--- config.mk ---
export PLATFORM = sky130hd
export DESIGN_NAME = wptr_full_flat
export DESIGN_NICKNAME = d
export VERILOG_FILES = /design/src/rtl/wptr_full_if.sv /design/src/rtl/wptr_full.sv /design/src/flat_wrapper.sv
export SDC_FILE = /design/constraint.sdc
export NUM_CORES = 1
export LEC_CHECK = 0
export ABC_CLOCK_PERIOD_IN_PS = 2400
export CELL_PAD_IN_SITES_DETAIL_PLACEMENT = 2
export CELL_PAD_IN_SITES_GLOBAL_PLACEMENT = 2
export CORE_ASPECT_RATIO = 0.9
export CORE_MARGIN = 2
export CORE_UTILIZATION = 26
export DETAILED_ROUTE_END_ITERATION = 8
export HOLD_SLACK_MARGIN = 0.03
export PLACE_DENSITY = 0.78
export REMOVE_ABC_BUFFERS = 1
export SLEW_MARGIN = 20
export SYNTH_ARGS = -nofsm -noshare
export SYNTH_HDL_FRONTEND = slang
export SYNTH_SLANG_ARGS = --single-unit
--- constraint.sdc ---
create_clock -name wclk -period 2.4 [get_ports wclk]
set_input_delay 0.48 -clock wclk [delete_from_list [all_inputs] [get_ports wclk]]
set_output_delay 0.48 -clock wclk [all_outputs]
set_load 0.05 [all_outputs]
--- src/rtl/wptr_full_if.sv ---
// rtl/wptr_full_if.sv - write-side pointer/full-flag bus between FIFO write logic and its user
interface wptr_full_if #(
    parameter int ADDR_WIDTH = 3
);
    logic                  winc;
    logic                  ovf_clr;
    logic [ADDR_WIDTH:0]   rptr;
    logic                  wen;
    logic [ADDR_WIDTH-1:0] waddr;
    logic [ADDR_WIDTH:0]   wptr;
    logic                  full;
    logic                  almost_full;
    logic [ADDR_WIDTH:0]   wlevel;
    logic                  overflow;

    modport master (
        output winc, ovf_clr, rptr,
        input  wen, waddr, wptr, full, almost_full, wlevel, overflow
    );

    modport slave (
        input  winc, ovf_clr, rptr,
        output wen, waddr, wptr, full, almost_full, wlevel, overflow
    );
endinterface

--- src/rtl/wptr_full.sv ---
// rtl/wptr_full.sv - dual-clock FIFO write pointer, full/almost-full, level and overflow logic
module wptr_full #(
    parameter int ADDR_WIDTH = 3,
    parameter int AF_THRESH  = 6
) (
    input  logic       wclk,
    input  logic       rst,
    wptr_full_if.slave bus
);
    localparam int A = ADDR_WIDTH;

    logic [A:0] wbin;
    logic [A:0] wptr_q;
    logic [A:0] rq1;
    logic [A:0] rq2;
    logic [A:0] wlevel_q;
    logic       full_q;
    logic       af_q;
    logic       ovf_q;

    logic [A:0] wbin_next;
    logic [A:0] wgray_next;
    logic [A:0] rbin_s;
    logic [A:0] level_next;
    logic       full_next;
    logic       wen_c;

    assign wen_c = bus.winc & ~full_q;

    always_comb begin
        wbin_next  = wbin + {{A{1'b0}}, wen_c};
        wgray_next = (wbin_next >> 1) ^ wbin_next;
        // Gray-to-binary of the synchronized read pointer, MSB down
        rbin_s     = '0;
        rbin_s[A]  = rq2[A];
        for (int i = A - 1; i >= 0; i--) begin
            rbin_s[i] = rbin_s[i+1] ^ rq2[i];
        end
        level_next = wbin_next - rbin_s;
        full_next  = (wgray_next == {~rq2[A:A-1], rq2[A-2:0]});
    end

    always_ff @(posedge wclk) begin
        if (rst) begin
            wbin     <= '0;
            wptr_q   <= '0;
            rq1      <= '0;
            rq2      <= '0;
            full_q   <= 1'b0;
            af_q     <= 1'b0;
            wlevel_q <= '0;
            ovf_q    <= 1'b0;
        end else begin
            wbin     <= wbin_next;
            wptr_q   <= wgray_next;
            rq1      <= bus.rptr;
            rq2      <= rq1;
            full_q   <= full_next;
            af_q     <= (level_next >= (A+1)'(AF_THRESH));
            wlevel_q <= level_next;
            // a rejected write on the same edge as a clear keeps the flag set
            ovf_q    <= (ovf_q & ~bus.ovf_clr) | (bus.winc & full_q);
        end
    end

    assign bus.wen         = wen_c;
    assign bus.waddr       = wbin[A-1:0];
    assign bus.wptr        = wptr_q;
    assign bus.full        = full_q;
    assign bus.almost_full = af_q;
    assign bus.wlevel      = wlevel_q;
    assign bus.overflow    = ovf_q;
endmodule

--- src/flat_wrapper.sv ---
// flat-port wrapper written by rule: the top's interface ports become plain ports
module wptr_full_flat 
#(
    parameter int ADDR_WIDTH = 3,
    parameter int AF_THRESH  = 6
)
  (wclk, rst, bus_winc, bus_ovf_clr, bus_rptr, bus_wen, bus_waddr, bus_wptr, bus_full, bus_almost_full, bus_wlevel, bus_overflow);
  wptr_full_if #(.ADDR_WIDTH(ADDR_WIDTH)) bus_i ();
  input  logic wclk;
  input  logic rst;
  input wire logic [$bits(bus_i.winc)-1:0] bus_winc;
  input wire logic [$bits(bus_i.ovf_clr)-1:0] bus_ovf_clr;
  input wire logic [$bits(bus_i.rptr)-1:0] bus_rptr;
  output wire logic [$bits(bus_i.wen)-1:0] bus_wen;
  output wire logic [$bits(bus_i.waddr)-1:0] bus_waddr;
  output wire logic [$bits(bus_i.wptr)-1:0] bus_wptr;
  output wire logic [$bits(bus_i.full)-1:0] bus_full;
  output wire logic [$bits(bus_i.almost_full)-1:0] bus_almost_full;
  output wire logic [$bits(bus_i.wlevel)-1:0] bus_wlevel;
  output wire logic [$bits(bus_i.overflow)-1:0] bus_overflow;
  assign bus_i.winc = bus_winc;
  assign bus_i.ovf_clr = bus_ovf_clr;
  assign bus_i.rptr = bus_rptr;
  assign bus_wen = bus_i.wen;
  assign bus_waddr = bus_i.waddr;
  assign bus_wptr = bus_i.wptr;
  assign bus_full = bus_i.full;
  assign bus_almost_full = bus_i.almost_full;
  assign bus_wlevel = bus_i.wlevel;
  assign bus_overflow = bus_i.overflow;
  wptr_full #(.ADDR_WIDTH(ADDR_WIDTH), .AF_THRESH(AF_THRESH)) u_core (.wclk(wclk), .rst(rst), .bus(bus_i));
endmodule
Word level (Yosys, flattened, before mapping) --
Index checks and enable logic that the tools add are counted.
Storage, ports and cells: flip-flop bits (word level) 23, output and inout bits 15
Operators by class: $add $sub $neg 2, $lt $le $gt $ge 1, equality and inequality tests 1, bitwise operators 11
Operator list (number):
- adder 4 x 1 -> 4 bit | 1
- == test 4 bit | 1
- greater-or-equal comparator 4 x 3 -> 1 bit (second input constant) | 1
- subtractor 4 bit | 1
- bitwise XOR 3 x 4 -> 4 bit | 1
- bitwise AND 1 bit | 3
- bitwise XOR 1 bit | 3
- inverter 1 bit | 2
- inverter 2 bit | 1
- bitwise OR 1 bit | 1

Longest topological paths before layout --
depth in word-level cells 5, mapped depth 9, gate-level depth less buffers 9

Worst setup path before layout --
Ideal clock, no wire load.
kind reg-to-reg, from reg u_core.full_q (netlist: u_core.bus.full), to reg u_core.af_q (netlist: u_core.bus.almost_full), library setup time 0.074 ns, arrival 3.140 ns, required time 2.326 ns, path slack -0.814 ns, stages on the path, launching flop included 10, path buffers 0, period minus slack after synthesis 3.214 ns, cell sequence dfxtp_1 -> nor2b_1 -> ha_1 -> ha_1 -> xor2_2 -> ha_1 -> a21oi_1 -> o21ai_0 -> xnor3_4 -> o21ai_0
On the way: longest elaborated chain between the ends 5
RTL lines:
- start: declaration | RTL line wptr_full.sv:17 | logic full_q;
- start signal: assignment | RTL line wptr_full.sv:58 | full_q <= full_next;
- inverter 1 bit | RTL line wptr_full.sv:28 | assign wen_c = bus.winc & ~full_q;
- bitwise AND 1 bit | RTL line wptr_full.sv:28
- via bus_wen | RTL line flat_wrapper.sv:14 | output wire logic [$bits(bus_i.wen)-1:0] bus_wen;
- adder 4 x 1 -> 4 bit | RTL line wptr_full.sv:31 | wbin_next = wbin + {{A{1'b0}}, wen_c};
- via u_core.wbin_next[2] | RTL line wptr_full.sv:21 | logic [A:0] wbin_next;
- subtractor 4 bit | RTL line wptr_full.sv:39 | level_next = wbin_next - rbin_s;
- greater-or-equal comparator 4 x 3 -> 1 bit | RTL line wptr_full.sv:59 | af_q <= (level_next >= (A+1)'(AF_THRESH));
- end signal: assignment | RTL line wptr_full.sv:59
- end: declaration | RTL line wptr_full.sv:18 | logic af_q;
The timed path passes the listed nets, and every way through them passes these cells. A chain may end at the register's enable or synchronous reset.

Worst setup path after layout --
from in bus_winc, to reg u_core.full_q (netlist: u_core.bus.full)
On the way: longest elaborated chain between the ends 4
RTL lines:
- start: declaration | RTL line flat_wrapper.sv:11 | input wire logic [$bits(bus_i.winc)-1:0] bus_winc;
- bitwise AND 1 bit | RTL line wptr_full.sv:28
- adder 4 x 1 -> 4 bit | RTL line wptr_full.sv:31
- via u_core.wbin_next[2] | RTL line wptr_full.sv:21
- bitwise XOR 3 x 4 -> 4 bit | RTL line wptr_full.sv:32 | wgray_next = (wbin_next >> 1) ^ wbin_next;
- == test 4 bit | RTL line wptr_full.sv:40 | full_next = (wgray_next == {~rq2[A:A-1], rq2[A-2:0]});
The timed path passes the listed nets, and every way through them passes these cells.

==> results.cfg <==
[outcome]
status = completed

[synth]
ys_seq_area_share_pct = 50.9
synth_top_cells_by_count = dfxtp_1, nor2_1, nor2b_1
syn-cell-area_sq_um = 865
synth_area_leaders = dfxtp_1, ha_1, nor2b_1, xnor2_1, nor2_1
async_reset_ff_share_pct = 0
synth_most_common_cell = dfxtp_1
ys_types = 19
ys_ff_latch = 22
yosysTopAreaCellShare_pct = 50.9
yosys_warnings = 0
synthFlopType = dfxtp_1
synth_edf_count = 0
yosys.area.top_type = dfxtp_1
syn_area_per_cell_sq_um = 11.1
synthCells = 78

[timing]
tightest_slew_ps = 504
finalHoldViolations = 0
finalCritPeriodShare_pct = 97.4
slew_headroom_pct = 66.3
setup_viol = 0
maxSlewViolCount = 0
min_period_ps = 2340
clock.fmax_mhz = 428
setup_tns_ps = 0
finClkSkew_ps = 4.61

[routing]
viasPerCell = 4.19
num_vias = 653
wirelength_mm = 2.12
drtIter0Drc = 7
drt_drc_violations_left = 0
ant_nets = 0
drtPass1Iterations = 2
routedWlPerCell_microns = 13.6

[pwr]
leakage_nw = 0.543
pwr_density_cell_nw_per_um2 = 730
total_power_w = 0.000994
peakVddDrop_mv = 0.254

[die]
ioPinCount = 23
die_h_microns = 58.7
core-area_sq_um = 3110
start_util_pct = 27.8
die_w_microns = 64.8
dieArea_sq_um = 3800
rows = 19

[global_route]
grt_pass1_wl_mm = 3.26
antenna_found_initial = 0
grt_max_degree = 12
grt_remaining_overflow = 0
grt_pass1_vias = 686
grt_usage_pct = 11.7

[critical_path]
critPathArrivalTime_ps = 2500
crit_chain = dlygate4sd2_1 -> nor2b_4 -> ha_4 -> ha_4 -> xor2_2 -> buf_4 -> xor2_1 -> or3_1 -> a2111oi_4
criticalPathCategory = in2reg
cpMostUsedCell = ha_4
timing.rr.end = u_core.bus.full
crit_slowest_cell = or3_1
slowest_delay_ps = 390
cp-end-kind = register
critPathMaxFanout = 4
cp-start-kind = input port
ff2ff_path_depth = 8
r2r_setup_slack_ps = 190
cp.required_ps = 2560
rr_startpoint = u_core.bus.full

[clock_network]
cts_tree = done
ctsLongestPathBuffers = 2
htreeDepth = 1
cts.sinks = 22
path_clk_slew_ps = 80
root_buffer = clkbuf_8
cts_hold_buffers = 0
cts_inserted_buffers = 3
clock_latency_ps = 260

[layout]
fillCellCount = 329
final_nets = 130
drive_gt1_share_pct = 25.4
area_growth_pct = 57.6
num_antenna_cells = 0

[worst_hold_path]
min_from = u_core.rq1[3]
worstHoldPathCells = 1
holdPathEnd = u_core.rq2[3]
hold_path.class = reg2reg

[flow_run]
maxCapViolCount = 0

[place]
gp_congestion = 0.736
dp_hpwl_mm = 1.62
port_buffers = 22
## layout make-up
| cell class | count | area [sq um] | area share (%) |
|---|---|---|---|
| clock buffers | 3 | 41.3 | 3.03 |
| flip-flops and latches | 22 | 442 | 32.4 |
| multi-input cells | 51 | 489 | 35.9 |
| repair buffers | 35 | 327 | 24.0 |
| inverters | 3 | 11.3 | 0.826 |
| well taps | 42 | 52.6 | 3.86 |
## cell usage in the layout, fill, tap and decap left out
cell type        instances
clkbuf_8                 3
xor2_2                   3
ha_4                     3
a21oi_1                  2
xor2_1                   3
nand3_2                  1
or3_1                    2
nand2b_1                 1
nor2_1                  10
xnor2_4                  1
fa_1                     1
nand2_1                  2
a2111oi_4                1
inv_1                    3
clkdlybuf4s50_1         20
dlygate4sd2_1            1
dfxtp_2                  1
ha_1                     2
o21ai_1                  2
nand3_1                  1
buf_4                   13
nor2b_4                  1
xnor2_1                  5
nor2b_1                  9
buf_12                   1
xnor3_4                  1
dfxtp_1                 21
## cell families (layout without fill, tap and decap cells)
family          Yosys count  after routing  synth area share, %
xor+xnor                 13             13                 16.9
buf+inv                   5             41                 2.17
simple gates             27             27                 16.4
compound gates            5              5                 4.05
flops                    22             22                 50.9
fa+ha+maj                 6              6                 9.55
## flip-flops by register name (all words and copies together) (netlist names)
register and cells:
u_core.rq2 4, u_core.wbin 3, u_core.bus.full 1, u_core.bus.overflow 1, u_core.bus.wlevel 4, u_core.bus.almost_full 1, u_core.rq1 4, u_core.bus.wptr 4
## worst max-delay path: cells and delay by family
family	cells	cell delay [ps]
fa+ha+maj	2	330
compound gates	1	370
xor+xnor	2	350
buf+inv	2	430
simple gates	2	530
## repair_timing
action                     in CTS  in global routing
resized for setup              10                  5
setup endpoints to repair       3                  1
pin swaps                       4                  1
setup buffers                   0                  0
cloned                          0                  0
## per-stage QoR
stage	setup slack, ps	instance area [sq um]	std cells	util, %	hold WS [ps]
2_1_floorplan	-814	857	76	-	414
3_3_place_gp	-448	1240	153	39.7	419
3_5_place_dp	-620	1240	153	39.7	438
4_1_cts	52.0	1320	156	42.5	456
5_1_grt	-9.39	1360	156	43.8	456
6_report	62.8	1360	156	43.8	444
## routing by layer
| layer | wire length (microns) | track usage (%) |
|---|---|---|
| met5 | 0 | 0 |
| met4 | 8 | 4.56 |
| met3 | 89 | 2.29 |
| met2 | 1160 | 21.5 |
| met1 | 855 | 13.3 |
## where the power goes
| group | leakage (nW) | total [W] | internal, W | switching (W) |
|---|---|---|---|---|
| registers | 0.182 | 0.000414 | 0.000399 | 0.0000148 |
| clock network | 0.0216 | 0.000224 | 0.000112 | 0.000112 |
| logic | 0.340 | 0.000356 | 0.000161 | 0.000195 |
## worst max path at each step
stage                    startpoint                     end  slack [ps]  cells after the start
CTS                   u_core.rq2[3]  u_core.bus.almost_full          50                      7
global route               bus_winc         u_core.bus.full          -9                      9
global placement           bus_winc  u_core.bus.almost_full        -450                     10
finish                     bus_winc         u_core.bus.full          60                      9
floorplan           u_core.bus.full  u_core.bus.almost_full        -810                      9
detailed placement         bus_winc  u_core.bus.almost_full        -620                     10
No activity file was read; power rests on OpenSTA's default activity.
